--- src/rtl/mc_main_ctrl.sv ---
// mc_main_ctrl: multi-cycle MIPS main control FSM sequencing ALU, register file and unified memory
`timescale 1ns/1ps
module mc_main_ctrl #(
  parameter int MEM_TIMEOUT = 16
) (
  input  logic       clk_i,
  input  logic       rst_i,
  input  logic [5:0] opcode_i,
  input  logic       zero_i,
  input  logic       mem_ready_i,
  output logic       PCWrite_o,
  output logic       PCWriteCond_o,
  output logic       IorD_o,
  output logic       MemRead_o,
  output logic       MemWrite_o,
  output logic       IRWrite_o,
  output logic       MemtoReg_o,
  output logic [1:0] RegDst_o,
  output logic       RegWrite_o,
  output logic       ALUSrcA_o,
  output logic [1:0] ALUSrcB_o,
  output logic [2:0] ALUOp_o,
  output logic [1:0] PCSource_o,
  output logic [3:0] state_o,
  output logic       err_o
);
  localparam int CW = (MEM_TIMEOUT > 2) ? $clog2(MEM_TIMEOUT) : 1;
  localparam logic [5:0] OP_R = 6'b000000, OP_LW = 6'b100011, OP_SW = 6'b101011, OP_BEQ = 6'b000100,
                         OP_J = 6'b000010, OP_JAL = 6'b000011, OP_ADDI = 6'b001000, OP_SLTI = 6'b001010;
  typedef enum logic [3:0] {
    FETCH = 4'd0, DECODE = 4'd1, MEM_ADDR = 4'd2, MEM_RD = 4'd3, MEM_WB = 4'd4, MEM_WR = 4'd5,
    R_EXE = 4'd6, R_WB = 4'd7, BRANCH = 4'd8, JUMP = 4'd9, I_EXE = 4'd10, I_WB = 4'd11,
    JAL = 4'd12, HALT = 4'd13
  } state_t;
  typedef struct packed {
    logic       pc_write;
    logic       pc_write_cond;
    logic       iord;
    logic       mem_read;
    logic       mem_write;
    logic       ir_write;
    logic       memto_reg;
    logic [1:0] reg_dst;
    logic       reg_write;
    logic       alu_src_a;
    logic [1:0] alu_src_b;
    logic [2:0] alu_op;
    logic [1:0] pc_source;
  } ctrl_t;
  state_t        state, state_nxt;
  ctrl_t         c;
  logic [CW-1:0] wait_cnt;
  logic          mem_state, timeout, illegal, unused_zero;
  assign unused_zero = zero_i;
  assign mem_state = (state == FETCH) || (state == MEM_RD) || (state == MEM_WR);
  assign timeout = mem_state && !mem_ready_i && (wait_cnt == CW'(MEM_TIMEOUT - 1));
  assign illegal = (state == DECODE) &&
                   !(opcode_i inside {OP_R, OP_LW, OP_SW, OP_BEQ, OP_J, OP_JAL, OP_ADDI, OP_SLTI});
  always_ff @(posedge clk_i) begin
    if (rst_i) begin
      state    <= FETCH;
      wait_cnt <= '0;
      err_o    <= 1'b0;
    end else begin
      state    <= state_nxt;
      wait_cnt <= (mem_state && !mem_ready_i && state_nxt == state) ? wait_cnt + 1'b1 : '0;
      err_o    <= err_o | timeout | illegal;
    end
  end
  always_comb begin
    state_nxt = state;
    case (state)
      FETCH:    state_nxt = mem_ready_i ? DECODE : timeout ? HALT : FETCH;
      DECODE:   case (opcode_i)
                  OP_R:            state_nxt = R_EXE;
                  OP_LW, OP_SW:    state_nxt = MEM_ADDR;
                  OP_BEQ:          state_nxt = BRANCH;
                  OP_J:            state_nxt = JUMP;
                  OP_JAL:          state_nxt = JAL;
                  OP_ADDI, OP_SLTI: state_nxt = I_EXE;
                  default:         state_nxt = HALT;
                endcase
      MEM_ADDR: state_nxt = (opcode_i == OP_LW) ? MEM_RD : MEM_WR;
      MEM_RD:   state_nxt = mem_ready_i ? MEM_WB : timeout ? HALT : MEM_RD;
      MEM_WR:   state_nxt = mem_ready_i ? FETCH : timeout ? HALT : MEM_WR;
      R_EXE:    state_nxt = R_WB;
      I_EXE:    state_nxt = I_WB;
      HALT:     state_nxt = HALT;
      default:  state_nxt = FETCH;
    endcase
  end
  always_comb begin
    c = '0;
    case (state)
      FETCH:    begin c.mem_read = 1'b1; c.alu_src_b = 2'b01; c.ir_write = mem_ready_i; c.pc_write = mem_ready_i; end
      DECODE:   c.alu_src_b = 2'b11;
      MEM_ADDR: begin c.alu_src_a = 1'b1; c.alu_src_b = 2'b10; end
      MEM_RD:   begin c.mem_read = 1'b1; c.iord = 1'b1; end
      MEM_WB:   begin c.memto_reg = 1'b1; c.reg_write = 1'b1; end
      MEM_WR:   begin c.mem_write = 1'b1; c.iord = 1'b1; end
      R_EXE:    begin c.alu_src_a = 1'b1; c.alu_op = 3'b010; end
      R_WB:     begin c.reg_dst = 2'b01; c.reg_write = 1'b1; end
      BRANCH:   begin c.alu_src_a = 1'b1; c.alu_op = 3'b001; c.pc_write_cond = 1'b1; c.pc_source = 2'b01; end
      JUMP:     begin c.pc_write = 1'b1; c.pc_source = 2'b10; end
      I_EXE:    begin c.alu_src_a = 1'b1; c.alu_src_b = 2'b10; c.alu_op = (opcode_i == OP_SLTI) ? 3'b011 : 3'b000; end
      I_WB:     c.reg_write = 1'b1;
      JAL:      begin c.reg_dst = 2'b10; c.reg_write = 1'b1; c.pc_write = 1'b1; c.pc_source = 2'b10; end
      default:  c = '0;
    endcase
  end
  // reset masks every control combinationally so nothing partial escapes mid-instruction
  assign {PCWrite_o, PCWriteCond_o, IorD_o, MemRead_o, MemWrite_o, IRWrite_o, MemtoReg_o, RegDst_o,
          RegWrite_o, ALUSrcA_o, ALUSrcB_o, ALUOp_o, PCSource_o} = rst_i ? '0 : c;
  assign state_o = state;
endmodule

--- config.mk ---
export PLATFORM = sky130hd
export DESIGN_NAME = mc_main_ctrl
export DESIGN_NICKNAME = d
export VERILOG_FILES = /design/src/rtl/mc_main_ctrl.sv
export SDC_FILE = /design/constraint.sdc
export NUM_CORES = 1
export LEC_CHECK = 0
export BUFFER_PORTS_ARGS = -buffer_cell sky130_fd_sc_hd__buf_4
export CAP_MARGIN = 20
export CORE_MARGIN = 3
export CORE_UTILIZATION = 37
export CTS_CLUSTER_SIZE = 24
export DETAILED_ROUTE_END_ITERATION = 16
export PLACE_DENSITY = 0.73
export RECOVER_POWER = 50
export SLEW_MARGIN = 20
export SYNTH_ARGS = -nofsm -noshare
export SYNTH_HDL_FRONTEND = slang
export SYNTH_SLANG_ARGS = --single-unit
--- constraint.sdc ---
create_clock -name clk_i -period 3.5 [get_ports clk_i]
set_input_delay 0.175 -clock clk_i [delete_from_list [all_inputs] [get_ports clk_i]]
set_output_delay 0.175 -clock clk_i [all_outputs]
set_load 0.02 [all_outputs]
# Word-level counts from Yosys, hierarchy flattened
# Index checks and enable logic that the tools add are counted.
totals:
  register_bits: 9
  inputBits: 10
op_classes:
  reduce_logical: 20
  eq_ne: 22
  n_addsub: 1
  mux: 24
  n_bitwise: 3
op_table:
  columns: ["op", "count"]
  rows:
  - ["4-bit one-hot mux with 8 select lines", 1]
  - ["4-bit == test, second input constant", 7]
  - ["4-bit 2-to-1 mux", 6]
  - ["4-bit one-hot mux with 6 select lines", 1]
  - ["18-bit 2-to-1 mux", 1]
  - ["4-bit by 3-bit == test with 1-bit output, second input constant", 4]
  - ["2-bit OR reduction", 7]
  - ["6-bit by 2-bit == test with 1-bit output, second input constant", 2]
  - ["6-bit by 4-bit == test with 1-bit output, second input constant", 2]
  - ["6-bit == test, second input constant", 2]
  - ["2-bit one-hot mux with 3 select lines", 2]
  - ["4-bit by 2-bit == test with 1-bit output, second input constant", 2]
  - ["1-bit 2-to-1 mux", 8]
  - ["2-bit one-hot mux with 2 select lines", 2]
  - ["8-bit nonzero test", 1]
  - ["4-bit OR reduction", 2]
  - ["6-bit by 3-bit == test with 1-bit output, second input constant", 1]
  - ["6-bit zero test", 1]
  - ["4-bit by 1-bit adder with 4-bit output, second input constant", 1]
  - ["4-bit by 1-bit == test with 1-bit output, second input constant", 1]
  - ["4-bit == test", 1]
  - ["1-bit logical AND", 4]
  - ["4-bit zero test", 1]
  - ["3-bit 2-to-1 mux", 1]
  - ["other kinds (6)", 9]

# Logic depth before layout (Yosys ltp)
# Gate-level depths: netlist of the first run.
depth:
  word_depth: 12
  mapped_depth: 6
  depth_no_buf: 6

# Least setup slack after synthesis of the first run
# Ideal clock, no wire load.
synth_path:
  kind: "register -> output"
  start: "register state[3] (netlist: state_o[3])"
  end: "output PCWrite_o"
  path_buffers: 1
  path_slack_ns: 1.472
  path_stages_with_launch: 5
  t_arrival_ns: 1.853
  required_time_ns: 3.325
  path_cell_list: "dfxtp_1 -> buf_2 -> inv_1 -> nor4_1 -> or2_2"
synth_via:
  elab_chain_cells: 4
  word_cells_on_any_way: 6
synth_lines:
  columns: ["item", "line_no", "rtl"]
  rows:
  - ["from (decl)", "50", "state_t state, state_nxt;"]
  - ["from (signal assigned)", "65", "state <= state_nxt;"]
  - ["4-bit == test", "94", "case (state)"]
  - ["2-bit OR reduction (no source line)", null, null]
  - ["1-bit one-hot mux with 2 select lines (*)", "94", null]
  - ["18-bit 2-to-1 mux (*)", "113", "RegWrite_o, ALUSrcA_o, ALUSrcB_o, ALUOp_o, PCSource_o} = rst_i ? '0 : c;"]
  - ["to (decl)", "11", "output logic PCWrite_o,"]
# Mark *: on every way between the ends. The rest lies on a longest branch, timed or not.

# Final worst setup path of the first run
layout_path:
  start: "register state[1] (netlist: state_o[1])"
  end: "output ALUOp_o[1]"
layout_via:
  elab_chain_cells: 3
  word_cells_on_any_way: 5
layout_lines:
  columns: ["item", "line_no", "rtl"]
  rows:
  - ["4-bit == test / 4-bit by 3-bit == test with 1-bit output (equally long branches)", "94", null]
  - ["2-bit one-hot mux with 3 select lines (*)", "94", null]
  - ["18-bit 2-to-1 mux (*)", "113", null]
  - ["to (decl)", "22", "output logic [2:0] ALUOp_o,"]
# Marks and branches as above.

==> key figures, run 1 <==
Yosys
  – Cells after synthesis: 117
  – Number of synthesized flops with an enable pin: 0
  – Seq/Total Area, Yosys: 21.6%
  – Synth cell types: 41
  – Synth Register Bits: 9
  – Synthesized area: 836 um^2
  – Synth async-reset ratio: 0%
  – Synth Net Count: 128
  – Mean Syn Cell Area: 7.14 um^2
  – Yosys warning total: 0
  – Post-synth top flop: dfxtp_1

Floorplanning
  – Row cnt: 16
  – Die width: 53.5 um
  – # IOs: 33
  – Die area: 2870 um^2
  – Core area: 2040 um^2
  – Die height: 53.5 um
  – Initial Util: 40.9%

Run
  – Max Cap Violations: 0

Route
  – TritonRoute pass-1 iters: 4
  – Routed Antenna Nets: 0
  – Vias per cell: 5.67
  – Number of DRC markers in iteration 0: 14
  – Residual DRC count: 0
  – WL final: 2280 um
  – Vias post-DR: 941
  – Drt wl/cell: 13.7 um

Clock network
  – Worst skew pair latency: 270 ps
  – Maximum clock insertion buffer count: 2
  – Total CTS buffers: 3
  – CTS tree: done
  – Postcts setup bufs: 0
  – H-tree Lvls: 1
  – Root Buffer: clkbuf_4
  – Cts hold-fix bufs: 0
  – Clock transition at path regs: 60 ps
  – Post-cts sizing count: 0
  – Clk sink count: 9

Finish
  – Commonest non-fill, non-tap cell in the layout: buf_4
  – Util after Layout: 49.0%
  – FF+latch area: 180 um^2
  – Nets: 151
  – Area grow syn2layout: 19.8%
  – Most frequent cells in the layout: buf_4 (18), nor2_1 (12), clkbuf_1 (12)
  – Share of cells above drive strength 1: 18.0%
  – N_diodes: 0
  – Design Area, Final: 1000 um^2
  – Fill cells: 231
  – Multi-input logic area: 572 um^2

Critical path
  – Max FO, Critical Path: 20
  – CP cell instances: nor2b_1, nand4_1, a211oi_1, buf_4
  – CP Data Arrival Time: 2010 ps
  – Worst path bufs/invs: 1
  – Critical Path Slowest Stage Cell: dfxtp_1
  – Slowest stage delay, CP: 730 ps
  – Crit path required time: 3320 ps
  – Worst Setup Start Kind: register
  – Crit. End Element: primary output
  – Crit-path leading delay family: flip-flops
  – Setup CP Type: reg2out

Placed design
  – RD Place Congestion: 0.813
  – Dpl hpwl: 1670 um
  – Port Buffers: 30
  – Cell Area, Placed: 1030 um^2

Power
  – VDD IR max: 0.259 mV
  – Pwr Density: 330 nW/um^2
  – Leak pwr: 0.000364 uW

Timing
  – Setup TNS: 0 ps
  – RSZ-0062 raised after global routing: no
  – Slew Limit Fails: 0
  – Final period utilization: 62.4%
  – Final Skew: 0.636 ps
  – Setup Viol. Count Final: 0
  – Worst slew pin tran: 633 ps
  – Relative slew slack: 57.7%
  – Max Freq: 0.458 GHz
  – Worst Hold Slack: 215 ps
  – Tmin final: 2180 ps
  – Hold Vio Cnt, Final: 0

Status
  – Status: completed

Hold path
  – Worst Hold Class: in2reg

Global route
  – GRT Overall Usage: 17.5%
  – First-pass GRT wire length: 3710 um
  – Initial antenna violation count: 0
  – Largest net degree at the start of global routing: 21
  – GRT Residual Overflow: 0
  – Vias in the first global route: 838
==> cell families after synthesis <==
family	synth area share, %
simple gates	41.3
compound gates	20.8
buf+inv	9.13
flops	21.6
xor+xnor	5.24
fa+ha+maj	1.50
other cells	0.449
==> sequential cells by signal (all words and copies together) (netlist names) <==
| signal | flops |
|---|---|
| state_o | 4 |
| err_o | 1 |
| wait_cnt | 4 |
==> report_power, final <==
group          internal (uW)  switching [uW]
logic                   47.1            71.6
clock network           42.4            41.3
registers                110            18.2
total                    199             131
==> cells in the mapped netlist, types with 2 or more instances <==
library cell   n  area share (%)
and3_1         2             1.5
clkbuf_1       7             3.1
buf_6          2             2.7
nor4_1         4             3.0
nor2_1        12             5.4
nor4b_1        3             3.1
nand2b_1       3             2.2
nor3_1         6             3.6
a21oi_1        8             4.8
dfxtp_1        9              22
nand2_1       10             4.5
a31oi_1        4             3.0
o21ai_0        4             2.4
or3_1          2             1.5
buf_4          2             1.8
nand3_1        7             4.2
nand4_1        3             2.2
xnor2_1        4             4.2
nor3b_1        2             1.8
inv_1          2            0.90
==> final cells by class <==
cell class | instances | share of cell area, %
multi-input combinational | 94 | 57.1
sequential | 9 | 18.0
timing repair buffer | 30 | 18.0
tap | 27 | 3.38
clock buffer | 3 | 2.25
inverter | 2 | 0.750
clock inverter | 1 | 0.500
==> layer usage <==
layer / up-vias / track usage [%] / wire (um) / share of wire, %
met4: 0 / 4.68 / 15 / 0.66
met3: 3 / 4.99 / 152 / 6.7
met1: 431 / 20.8 / 987 / 43
met2: 26 / 30.4 / 1130 / 49
met5: - / 0 / 0 / 0
li1: 481 / - / - / -
==> worst paths after layout <==
path | from | endpoint | slack, ps | depth (start not counted)
worst max-delay path | state_o[1] | ALUOp_o[1] | 1320 | 4
worst min-delay path | rst_i | state_o[0] | 210 | 2
worst max register to register | state_o[1] | err_o | 1330 | 5
worst min register to register | wait_cnt[0] | wait_cnt[0] | 450 | 1
==> through the flow <==
step	total power, uW	instances	worst slack, ps
final	330	166	1320
after global routing	354	166	1190
after CTS	341	166	1290
after detailed placement	256	162	1540
after global placement	254	162	1560
after floorplan	214	117	1470
No activity file was read; power rests on OpenSTA's default activity.
==> run 2: changes to the inputs <==
==> constraint.sdc (replaced) <==
create_clock -name clk_i -period 2.2 [get_ports clk_i]
set_input_delay 0.11 -clock clk_i [delete_from_list [all_inputs] [get_ports clk_i]]
set_output_delay 0.11 -clock clk_i [all_outputs]
set_load 0.02 [all_outputs]
==> run 2 against run 1 <==
- critical path depth increased by 1
- combinational power rose by 75%
- first-iteration DRC count increased by 21%
- register-to-register slack lost 1000 ps
- non-clock buffer count increased by 3
- setup slack lost 1100 ps
- via count rose by 0.96%
==> key figures, run 2 (synthesis gave the netlist of run 1 again) <==
Status
  – Status: completed

Power
  – Part of the power in registers: 36.7%
  – Leak pwr: 0.000387 uW
  – Combinational power share: 39.6%
  – Sw frac: 37.7%
  – VDD IR max: 0.561 mV
  – Pwr Density: 509 nW/um^2
  – Clock power share: 23.6%
  – Int Power: 327 uW
  – Power after layout: 526 uW
  – Switching pwr: 198 uW

Hold path
  – Min-delay src: rst_i
  – Worst Hold Class: in2reg
  – Hold depth: 2

Global route
  – First-pass GRT wire length: 3810 um
  – Largest net degree at the start of global routing: 20
  – Initial antenna violation count: 0
  – Vias in the first global route: 870
  – GRT Residual Overflow: 0
  – GRT Overall Usage: 17.5%

Finish
  – Multi-input logic area: 574 um^2
  – Most frequent cells in the layout: buf_4 (23), nor2_1 (12), clkbuf_1 (11)
  – Area grow syn2layout: 23.5%
  – Util after Layout: 50.6%
  – Share of cells above drive strength 1: 20.4%
  – Nets: 154
  – Commonest non-fill, non-tap cell in the layout: buf_4
  – FF+latch area: 180 um^2
  – Fill cells: 227
  – N_diodes: 0

Placed design
  – RD Place Congestion: 0.812
  – Port Buffers: 30
  – Dpl hpwl: 1690 um

Timing
  – Setup Viol. Count Final: 0
  – Max Freq: 0.512 GHz
  – Final Skew: 7.24 ps
  – Setup TNS: 0 ps
  – Tmin final: 1950 ps
  – Slew Limit Fails: 0
  – Final period utilization: 88.7%
  – RSZ-0062 raised after global routing: no
  – Hold Vio Cnt, Final: 0

Floorplanning
  – Die area: 2870 um^2
  – Initial Util: 40.9%
  – Die height: 53.5 um
  – Row cnt: 16
  – Core area: 2040 um^2
  – # IOs: 33
  – Die width: 53.5 um

Clock network
  – Root Buffer: clkbuf_4
  – Clock transition at path regs: 60 ps
  – Cts hold-fix bufs: 0
  – Post-cts sizing count: 0
  – Total CTS buffers: 3
  – CTS tree: done
  – Worst skew pair latency: 260 ps
  – H-tree Lvls: 1
  – Maximum clock insertion buffer count: 2
  – Postcts setup bufs: 0
  – Clk sink count: 9

Critical path
  – Crit-path leading delay family: simple AND/OR/NAND/NOR gates
  – CP cell instances: buf_4, or3_1, nor3_1, o21bai_1, buf_4
  – Levels on crit path: 5
  – Max FO, Critical Path: 12
  – Worst path bufs/invs: 2
  – Crit. End Element: primary output
  – Crit path required time: 2090 ps
  – Critical Path Slowest Stage Cell: or3_1
  – FF-to-FF path depth: 5
  – Worst Setup Start Kind: register
  – CP Data Arrival Time: 1840 ps
  – R2r startpoint: state_o[1]
  – Setup CP Type: reg2out
  – Slowest stage delay, CP: 400 ps
  – Crit. Startpoint: state_o[0]
  – Most used cell, CP: buf_4

Route
  – Residual DRC count: 0
  – Met2 WL: 1100 um
  – TritonRoute pass-1 iters: 4
  – Drt wl/cell: 13.2 um
  – Vias per cell: 5.62
  – Vias post-DR: 950
  – Total met3 wirelength after detailed routing: 143 um
  – DR top layer: met3
  – Routed Antenna Nets: 0
  – Number of DRC markers in iteration 0: 17
  – WL met1: 986 um
  – WL final: 2230 um

Run
  – Max Cap Violations: 0
[run 2: cell types whose count changed in the layout (fill, tap and decap cells not counted)]
cell	before	now
a211oi_1	1	2
a211oi_2	1	0
buf_4	18	23
clkbuf_1	12	11
clkinv_2	1	0
nor2b_1	2	1
nor2b_4	0	1
[run 2: layer usage]
metal  vias to the layer above  GRT usage (%)
li1                        479              -
met1                       446           21.5
met2                        25           31.8
met3                         0           4.16
met4                         0           1.28
met5                         -              0
[run 2: metrics by stage]
| stage | instances | setup WS (ps) | instance area (um^2) | hold slack, ps |
|---|---|---|---|---|
| after CTS | 169 | 244 | 1070 | 158 |
| after detailed placement | 165 | 510 | 1050 | 431 |
| after global placement | 165 | 542 | 1050 | 422 |
| after floorplan | 117 | 237 | 836 | 299 |
| final | 169 | 248 | 1030 | 167 |
| after global routing | 169 | 34.7 | 1030 | 175 |
[run 2: final timing paths]
| path | slack, ps | to |
|---|---|---|
| max | 250 | ALUOp_o[0] |
| min | 170 | state_o[3] |
| max reg2reg | 300 | err_o |
| min reg2reg | 450 | wait_cnt[0] |
[run 2: layout make-up]
cell class	count	area share [%]
inverters	2	0.727
well taps	27	3.27
clock buffers	4	2.55
flip-flops and latches	9	17.5
multi-input cells	94	55.6
repair buffers	33	20.4
[run 2: power groups by stage]
| stage | logic, uW | registers [uW] | clock network [uW] |
|---|---|---|---|
| 2_1_floorplan | 146 | 195 | 0 |
| 3_3_place_gp | 215 | 196 | 0 |
| 3_5_place_dp | 219 | 197 | 0 |
| 4_1_cts | 219 | 193 | 128 |
| 5_1_grt | 230 | 196 | 145 |
| 6_report | 208 | 193 | 124 |
